===== src/rtl/fetch_unit_pkg.sv =====
// Shared fetch definitions: buffer entry layout, NOP encoding and default reset address.
package fetch_unit_pkg;

  localparam logic [31:0] NOP_INST     = 32'h0000_0013;
  localparam logic [31:0] DEF_RESET_PC = 32'h0000_0000;

  typedef struct packed {
    logic [31:0] pc;
    logic [31:0] inst;
  } fetch_entry_t;

endpackage


===== src/rtl/fetch_fifo.sv =====
// Synchronous prefetch buffer of fetch entries with push/pop/flush and occupancy count.
module fetch_fifo
  import fetch_unit_pkg::*;
#(
  parameter int unsigned DEPTH = 2,
  localparam int unsigned PtrW = $clog2(DEPTH),
  localparam int unsigned CntW = $clog2(DEPTH + 1)
) (
  input  logic            clk,
  input  logic            reset,
  input  logic            push,
  input  fetch_entry_t    push_data,
  input  logic            pop,
  input  logic            flush,
  output fetch_entry_t    head,
  output logic            full,
  output logic            empty,
  output logic [CntW-1:0] count
);

  fetch_entry_t    mem_q [DEPTH];
  logic [PtrW-1:0] wr_ptr_q, wr_ptr_d;
  logic [PtrW-1:0] rd_ptr_q, rd_ptr_d;
  logic [CntW-1:0] count_q, count_d;
  logic            do_push, do_pop;

  // Pointer and occupancy next-state; flush overrides everything.
  always_comb begin
    do_pop   = pop && (count_q != '0);
    // A push into a full buffer is legal only when the head leaves in the same cycle.
    do_push  = push && (!full || do_pop);
    wr_ptr_d = wr_ptr_q;
    rd_ptr_d = rd_ptr_q;
    count_d  = count_q;
    if (flush) begin
      wr_ptr_d = '0;
      rd_ptr_d = '0;
      count_d  = '0;
    end else begin
      if (do_push) wr_ptr_d = wr_ptr_q + PtrW'(1);
      if (do_pop)  rd_ptr_d = rd_ptr_q + PtrW'(1);
      if (do_push && !do_pop) count_d = count_q + CntW'(1);
      if (!do_push && do_pop) count_d = count_q - CntW'(1);
    end
  end

  // Pointer and occupancy registers.
  always_ff @(posedge clk) begin
    if (reset) begin
      wr_ptr_q <= '0;
      rd_ptr_q <= '0;
      count_q  <= '0;
    end else begin
      wr_ptr_q <= wr_ptr_d;
      rd_ptr_q <= rd_ptr_d;
      count_q  <= count_d;
    end
  end

  // Storage; contents need no reset because occupancy gates every read.
  always_ff @(posedge clk) begin
    if (do_push && !flush) mem_q[wr_ptr_q] <= push_data;
  end

  assign head  = mem_q[rd_ptr_q];
  assign full  = (count_q == CntW'(DEPTH));
  assign empty = (count_q == '0);
  assign count = count_q;

endmodule


===== src/rtl/fetch_unit.sv =====
// Instruction fetch front end: issues sequential word fetches, buffers in-order responses,
// and discards responses belonging to requests issued before a redirect.
module fetch_unit
  import fetch_unit_pkg::*;
#(
  parameter logic [31:0] RESET_PC = DEF_RESET_PC,
  parameter int unsigned DEPTH    = 2
) (
  input  logic        clk,
  input  logic        reset,
  output logic        imem_req_valid,
  output logic [31:0] imem_req_addr,
  input  logic        imem_req_ready,
  input  logic        imem_resp_valid,
  input  logic [31:0] imem_resp_inst,
  output logic        out_valid,
  input  logic        out_ready,
  output logic [31:0] out_pc,
  output logic [31:0] out_inst,
  input  logic        redirect_valid,
  input  logic [31:0] redirect_pc
);

  localparam int unsigned CntW = $clog2(DEPTH + 1);

  if (!(DEPTH == 2 || DEPTH == 4)) begin : g_bad_depth
    $error("fetch_unit: DEPTH must be 2 or 4");
  end

  logic [31:0]     fetch_pc_q, fetch_pc_d;
  logic [31:0]     resp_pc_q, resp_pc_d;    // pc of the next response that will be kept
  logic [CntW-1:0] outstanding_q, outstanding_d;
  logic [CntW-1:0] drop_q, drop_d;

  fetch_entry_t    fifo_head;
  logic            fifo_full, fifo_empty;
  logic [CntW-1:0] fifo_count;
  logic [CntW:0]   in_flight;
  logic            req_fire, resp_ok, drop_hit, push, pop;
  logic            unused_pc_bits;

  assign unused_pc_bits = ^redirect_pc[1:0];

  // Handshake decode and request credit: never issue more than the buffer can absorb.
  always_comb begin
    in_flight      = {1'b0, outstanding_q} + {1'b0, fifo_count};
    imem_req_valid = !reset && !redirect_valid && (in_flight < (CntW + 1)'(DEPTH));
    imem_req_addr  = fetch_pc_q;
    req_fire       = imem_req_valid && imem_req_ready;
    // Responses with nothing outstanding are protocol errors and are ignored.
    resp_ok        = imem_resp_valid && (outstanding_q != '0);
    drop_hit       = resp_ok && (drop_q != '0);
    push           = resp_ok && !drop_hit && !redirect_valid;
    out_valid      = !fifo_empty && !redirect_valid;
    pop            = out_valid && out_ready;
    out_pc         = fifo_empty ? '0 : fifo_head.pc;
    out_inst       = fifo_empty ? '0 : fifo_head.inst;
  end

  // Next-state for fetch address, response address, outstanding and drop counters.
  always_comb begin
    fetch_pc_d    = fetch_pc_q;
    resp_pc_d     = resp_pc_q;
    outstanding_d = outstanding_q;
    drop_d        = drop_q;
    if (req_fire && !resp_ok) outstanding_d = outstanding_q + CntW'(1);
    if (!req_fire && resp_ok) outstanding_d = outstanding_q - CntW'(1);
    if (redirect_valid) begin
      fetch_pc_d = {redirect_pc[31:2], 2'b00};
      resp_pc_d  = {redirect_pc[31:2], 2'b00};
      // Everything still in flight belongs to the abandoned path.
      drop_d     = outstanding_q - CntW'(resp_ok);
    end else begin
      if (req_fire) fetch_pc_d = fetch_pc_q + 32'd4;
      if (push)     resp_pc_d  = resp_pc_q + 32'd4;
      if (drop_hit) drop_d     = drop_q - CntW'(1);
    end
  end

  // State registers.
  always_ff @(posedge clk) begin
    if (reset) begin
      fetch_pc_q    <= RESET_PC;
      resp_pc_q     <= RESET_PC;
      outstanding_q <= '0;
      drop_q        <= '0;
    end else begin
      fetch_pc_q    <= fetch_pc_d;
      resp_pc_q     <= resp_pc_d;
      outstanding_q <= outstanding_d;
      drop_q        <= drop_d;
    end
  end

  // Simulation-only protocol checks.
  always_ff @(posedge clk) begin
    if (!reset) begin
      assert (!(imem_resp_valid && outstanding_q == '0))
        else $error("fetch_unit: imem_resp_valid with no outstanding request");
      assert (!(push && fifo_full && !pop))
        else $error("fetch_unit: prefetch buffer overflow");
    end
  end

  fetch_fifo #(
    .DEPTH (DEPTH)
  ) u_fifo (
    .clk       (clk),
    .reset     (reset),
    .push      (push),
    .push_data ('{pc: resp_pc_q, inst: imem_resp_inst}),
    .pop       (pop),
    .flush     (redirect_valid),
    .head      (fifo_head),
    .full      (fifo_full),
    .empty     (fifo_empty),
    .count     (fifo_count)
  );

endmodule


===== config.mk =====
export PLATFORM = sky130hd
export DESIGN_NAME = fetch_unit
export DESIGN_NICKNAME = d
export VERILOG_FILES = /design/src/rtl/fetch_unit_pkg.sv /design/src/rtl/fetch_fifo.sv /design/src/rtl/fetch_unit.sv
export SDC_FILE = /design/constraint.sdc
export NUM_CORES = 1
export LEC_CHECK = 0
export ABC_AREA = 1
export CAP_MARGIN = 40
export CORE_AREA = 2 2 139 141
export DETAILED_ROUTE_END_ITERATION = 12
export DIE_AREA = 0 0 141 143
export PLACE_DENSITY = 0.77
export SETUP_SLACK_MARGIN = 0.1
export SYNTH_ARGS = -nofsm -noshare
export SYNTH_HDL_FRONTEND = slang
export SYNTH_HIERARCHICAL = 1
export SYNTH_SLANG_ARGS = --single-unit

===== constraint.sdc =====
create_clock -name clk -period 9.5 [get_ports clk]
set_input_delay 2.85 -clock clk [delete_from_list [all_inputs] [get_ports clk]]
set_output_delay 2.85 -clock clk [all_outputs]
set_load 0.01 [all_outputs]

==> metrics.csv, run 1 <==
stage;metric;value;unit
cells_and_area;multi-input logic area;3789;sq um
global_route;number of global-route vias before repair;7425;
global_route;largest net degree at the start of global routing;65;
placement;Placed Area;11610;sq um
cells_and_area;post-route cell area;12170;sq um
cells_and_area;fillers;1499;
cells_and_area;Final #Nets;1325;
setup_path;WS Path Type;in2out;
setup_path;maximum fanout along the worst path;26;
timing;fin crit period;7169;ps
floorplanning;Core Footprint;18580;sq um
global_route;Congestion Overflow GR;0;
power;Pleak;4.597;nW
floorplanning;row cnt;50;
hold_path;hold path depth;2;
run_status;outcome;complete, no violations;
cells_and_area;register area;5226;sq um
routing;routed len/inst;15.61;um
timing;RSZ-0062 raised after global routing;no;
floorplanning;die area;20160;sq um
routing;number of routed nets with antenna violations;0;
cells_and_area;layout cells sized above 1;0.1125;
cts;Worst-path clk slew;70;ps
cts;Clock Tree Root;clkbuf_16;
cts;CTS Buf Count;17;
cells_and_area;Area Growth Syn to Fin;23.74;%
cells_and_area;Finished Layout Cells;1496;
placement;PortBufs;163;
power;total power divided by cell area;148.5;nW/um^2
timing;Worst Clk Skew;11.56;ps
routing;drt pass-1 iters;5;
cts;Resize count post-CTS;0;
timing;worst-margin pin slew;876.6;ps
cts;later-pin clock latency in the skew report;440;ps
hold_path;Hold Crit Start;u_fifo/rd_ptr_q;
timing;final setup fails;0;
timing;Final Hold Fails;0;
placement;GP Congestion;0.8728;
timing;crit share post-route;0.7547;
routing;DRC violations left;0;
routing;Avg Vias per Cell;5.285;
global_route;Tot GR Track Use;0.2339;
floorplanning;starting density of the core;0.5295;
global_route;first-pass GRT wire length;37050;um
synth;Yosys warnings;6;
floorplanning;io pins;168;
floorplanning;Die X;141;um
placement;dpl hpwl;16180;um
synth;synthesized area per cell;8.993;sq um
setup_path;Critical R2R Capture;u_fifo/mem_q[1][58];
setup_path;Critical Path End Type;output pin;
synth;Syn Inst Count;1094;
setup_path;R2R setup slack;6500;ps
timing;Fmax;139.5;MHz
timing;relative slew slack;0.4156;
cts;post-CTS setup repair buffer count;0;
cts;CTS tree;done;
routing;Routed WL;23360;um
setup_path;CP Data Required Time;6650;ps
cts;Longest Clk Path Bufs;2;
setup_path;Crit path arrival time;4320;ps
synth;Post-Syn Area;9838;sq um
routing;Initial DRC Count;731;
cts;H-tree depth;4;
flow_run;Max-Cap Viols;0;
power;VDD IR max;0.1368;mV
setup_path;crit start category;input pin;
cells_and_area;ant diodes;0;
placement;Inst Count DP;1464;
global_route;initial antenna violation count;0;
cts;hold-fix buffer count after cts;0;
timing;Max Slew Vio Count;0;
routing;total number of vias;7907;
hold_path;HP Class;reg2reg;
cts;clk sinks;197;
setup_path;reg2reg start;u_fifo/count[1];
timing;setup tns final;0;ps
floorplanning;Die Ht;143;um
setup_path;worst reg-to-reg path cell count;7;
[sequential cells by signal, summed over array words and instances, names as in the netlist, named ones only]
name and flops:
drop_q 2, u_fifo/mem_q 128, imem_req_addr 30, u_fifo/rd_ptr_q 1, resp_pc_q 30, u_fifo/count 2, outstanding_q 2, u_fifo/wr_ptr_q 1
[per-layer routing]
metal,GRT usage,part of all wire
met3,0.04427,0.075
met2,0.3831,0.46
met4,0.07368,0.016
met1,0.3173,0.45
met5,0,0
[how the worst max path moves through the flow]
| stage | slack, ps | endpoint | cells past startpoint | start |
|---|---|---|---|---|
| after global routing | 2260 | out_valid | 4 | redirect_valid |
| final | 2330 | out_valid | 4 | redirect_valid |
| after global placement | 2340 | out_valid | 4 | redirect_valid |
| after floorplan | 700 | u_fifo/mem_q[0][0] | 5 | redirect_valid |
| after CTS | 2340 | out_valid | 4 | redirect_valid |
| after detailed placement | 2340 | out_valid | 4 | redirect_valid |
[metrics by stage]
step | power, mW | hold slack [ps] | util | setup WS, ps
floorplan | 1.053 | 447.4 | - | 703.3
finish | 1.807 | 480.4 | 0.6552 | 2331
detailed placement | 1.129 | 466.1 | 0.6251 | 2337
global placement | 1.124 | 451.8 | 0.6240 | 2345
CTS | 1.814 | 479.2 | 0.6552 | 2336
global route | 1.868 | 529.8 | 0.6552 | 2263
[placed cells by master, fill, tap and decap left out, drive strengths merged, types with 8 or more instances in the layout]
master and count:
inv 177, a21oi 60, nand2 221, mux2 64, nor2 154, dfxtp 69, a31oi 12, nand4 15
buf 8, clkbuf 17, clkdlybuf4s50 161, nand3 78, o21ai 48, edfxtp 128
[layout make-up]
cell class	count	area share
Clock inverter	15	0.01110
Clock buffer	17	0.03494
Timing Repair Buffer	169	0.1379
Sequential cell	197	0.4293
Tap cell	234	0.02405
Multi-Input combinational cell	697	0.3112
Inverter	167	0.05149
[critical path, stage by stage]
cell and delay, ps:
buf_2 410, buf_4 420, nor2_1 90, clkdlybuf4s50_1 520
[power by group]
part           switching, mW  internal, mW
registers             0.0290         0.933
logic                 0.0803        0.0698
clock network          0.347         0.348
Power figures use the tool's default switching activity.
==> run 2: changes to the inputs <==
CORE_AREA = 2 2 147 149   (was 2 2 139 141)
DIE_AREA = 0 0 149 151   (was 0 0 141 143)
PLACE_DENSITY = 0.72   (was 0.77)
clock period = 5.8 ns   (was 9.5 ns; I/O delays follow)
==> metrics.csv, run 2 (same netlist as run 1, synthesis figures left out) <==
stage;metric;value;unit;change
placement;dpl hpwl;16030;um;was 16180 um
cts;Clock Tree Root;clkbuf_16;;unchanged
timing;final setup fails;0;;unchanged
setup_path;reg2reg start;u_fifo/count[1];;unchanged
cells_and_area;fin util;0.5919;;was 0.6552
run_status;outcome;complete, no violations;;unchanged
routing;Routed WL;22940;um;was 23360 um
global_route;largest net degree at the start of global routing;65;;unchanged
setup_path;CP bufs+invs;3;;unchanged
setup_path;worst reg-to-reg path cell count;7;;unchanged
timing;fin crit period;4424;ps;
setup_path;CP cell instances;buf_2 -> nor2_2 -> nand2_1 -> inv_1 -> clkdlybuf4s50_1;;was buf_2 -> buf_4 -> nor2_1 -> clkdlybuf4s50_1
floorplanning;die area;22500;sq um;was 20160 sq um
timing;RSZ-0062 raised after global routing;no;;unchanged
flow_run;Max-Cap Viols;0;;unchanged
cts;Longest Clk Path Bufs;2;;unchanged
routing;number of routed nets with antenna violations;0;;unchanged
routing;DRC violations left;0;;unchanged
power;Flop pwr share;0.511;;was 0.532
setup_path;Critical path origin;redirect_valid;;unchanged
routing;drt pass-1 iters;6;;was 5
global_route;number of global-route vias before repair;7315;;was 7425
timing;Worst Clk Skew;9.533;ps;was 11.56 ps
hold_path;HP Class;reg2reg;;unchanged
power;Net Sw Frac;0.2399;;was 0.2526
floorplanning;row cnt;53;;was 50
cells_and_area;Area Growth Syn to Fin;25.28;%;was 23.74%
cts;CTS Buf Count;17;;unchanged
setup_path;max incr delay on CP;520;ps;about the same
cts;CTS tree;done;;unchanged
floorplanning;Die Ht;151;um;was 143 um
cts;Worst-path clk slew;70;ps;about the same
floorplanning;Core Footprint;20820;sq um;was 18580 sq um
setup_path;CP delay by family, top;buffers and inverters;;unchanged
cells_and_area;Biggest register;u_fifo/mem_q;;unchanged
setup_path;Slowest cell on crit path;clkdlybuf4s50_1;;unchanged
setup_path;CP Capture Point;imem_req_valid;;was out_valid
cells_and_area;post-route cell area;12330;sq um;was 12170 sq um
placement;GP Congestion;0.8885;;was 0.8728
floorplanning;io pins;168;;unchanged
timing;Final Hold Fails;0;;unchanged
routing;Avg Vias per Cell;5.063;;was 5.285
cells_and_area;ant diodes;0;;unchanged
timing;crit share post-route;0.7628;;
routing;Initial DRC Count;522;;was 731
timing;worst-margin pin slew;848.2;ps;was 876.6 ps
floorplanning;starting density of the core;0.4725;;was 0.5295
cts;hold-fix buffer count after cts;0;;unchanged
cts;H-tree depth;4;;unchanged
timing;setup tns final;0;ps;unchanged
routing;routed len/inst;14.91;um;was 15.61 um
setup_path;Critical R2R Capture;u_fifo/mem_q[1][52];;was u_fifo/mem_q[1][58]
setup_path;WS Path Type;in2out;;unchanged
global_route;Congestion Overflow GR;0;;unchanged
cts;later-pin clock latency in the skew report;440;ps;about the same
setup_path;R2R setup slack;2830;ps;was 6500 ps
setup_path;WP depth;5;;was 4
placement;Placed Area;11690;sq um;was 11610 sq um
cells_and_area;layout cells sized above 1;0.1124;;was 0.1125
setup_path;CP Data Required Time;4060;ps;was 6650 ps
floorplanning;Die X;149;um;was 141 um
power;logic gate share of total power;0.080;;was 0.083
power;VDD IR max;0.2212;mV;was 0.1368 mV
cells_and_area;Final #Nets;1326;;was 1325
global_route;initial antenna violation count;0;;unchanged
global_route;Tot GR Track Use;0.2075;;was 0.2339
timing;Hold Slack;485.9;ps;was 480.4 ps
cells_and_area;max FFs per register;128;;unchanged
timing;relative slew slack;0.4345;;was 0.4156
power;Switch Pwr;739.3;uW;was 456.4 uW
power;total power divided by cell area;250.1;nW/um^2;was 148.5 nW/um^2
cells_and_area;most common cell after layout, fill and taps aside;nand2_1;;unchanged
power;Pleak;4.643;nW;was 4.597 nW
cts;post-CTS setup repair buffer count;0;;unchanged
setup_path;Crit path arrival time;2680;ps;was 4320 ps
power;Internal;2.343;mW;was 1.351 mW
setup_path;Critical Path End Type;output pin;;unchanged
setup_path;crit start category;input pin;;unchanged
timing;Max Slew Vio Count;0;;unchanged
placement;PortBufs;163;;unchanged
cts;Resize count post-CTS;0;;unchanged
cts;clk sinks;197;;unchanged
timing;Fmax;226.0;MHz;
global_route;first-pass GRT wire length;36600;um;was 37050 um
setup_path;maximum fanout along the worst path;3;;was 26
power;clock power share;0.409;;was 0.385
routing;total number of vias;7787;;was 7907
cells_and_area;commonest cells after routing, fill and taps aside;nand2_1 (211), clkdlybuf4s50_1 (161), inv_1 (159);;unchanged
## run 2: worst register-to-register path, cell delays in order (launching register included)
cell	delay [ps]
dfxtp_1	470
inv_1	90
nand2_2	80
inv_2	250
nor3b_1	610
o21ai_2	230
nor3_4	140
buf_4	670
## run 2: cell type report
cell class	count	area, sq um
clock inverter	15	207.7
timing repair buffer	170	1694
fill	1834	8497
multi-input combinational	697	3801
inverter	167	626.9
tap	275	344.1
clock buffer	17	425.4
sequential	197	5226
## run 2: layer usage
metal / up-vias / global-route usage / wire [um]
li1: 3895 / - / -
met1: 3586 / 0.2838 / 10480
met2: 278 / 0.3348 / 10350
met3: 28 / 0.04036 / 1721
met4: 0 / 0.06619 / 391
met5: - / 0 / 0
## run 2: per-stage QoR
stage / total power, mW / setup slack [ps] / std cells
after floorplan: 1.725 / 59.25 / 1099
after global placement: 1.843 / 1371 / 1505
after detailed placement: 1.850 / 1370 / 1506
after CTS: 3.100 / 1368 / 1538
after global routing: 3.187 / 1295 / 1538
final: 3.082 / 1376 / 1538
## run 2: power by group through the flow
stage               clock [mW]  combinational, mW  sequential (mW)
floorplan                    0              0.128             1.60
global placement             0              0.239             1.60
detailed placement           0              0.245             1.61
CTS                       1.28              0.247             1.57
global route              1.33              0.273             1.58
finish                    1.26              0.246             1.58
## run 2: worst min-delay path by stage
stage | to | from | cells after the start | slack, ps
detailed placement | flip-flop | u_fifo/rd_ptr_q | 2 | 460
global route | u_fifo/rd_ptr_q | u_fifo/rd_ptr_q | 2 | 510
floorplan | flip-flop | u_fifo/rd_ptr_q | 2 | 450
finish | flip-flop | u_fifo/rd_ptr_q | 2 | 490
CTS | flip-flop | u_fifo/rd_ptr_q | 2 | 480
global placement | flip-flop | u_fifo/rd_ptr_q | 2 | 450
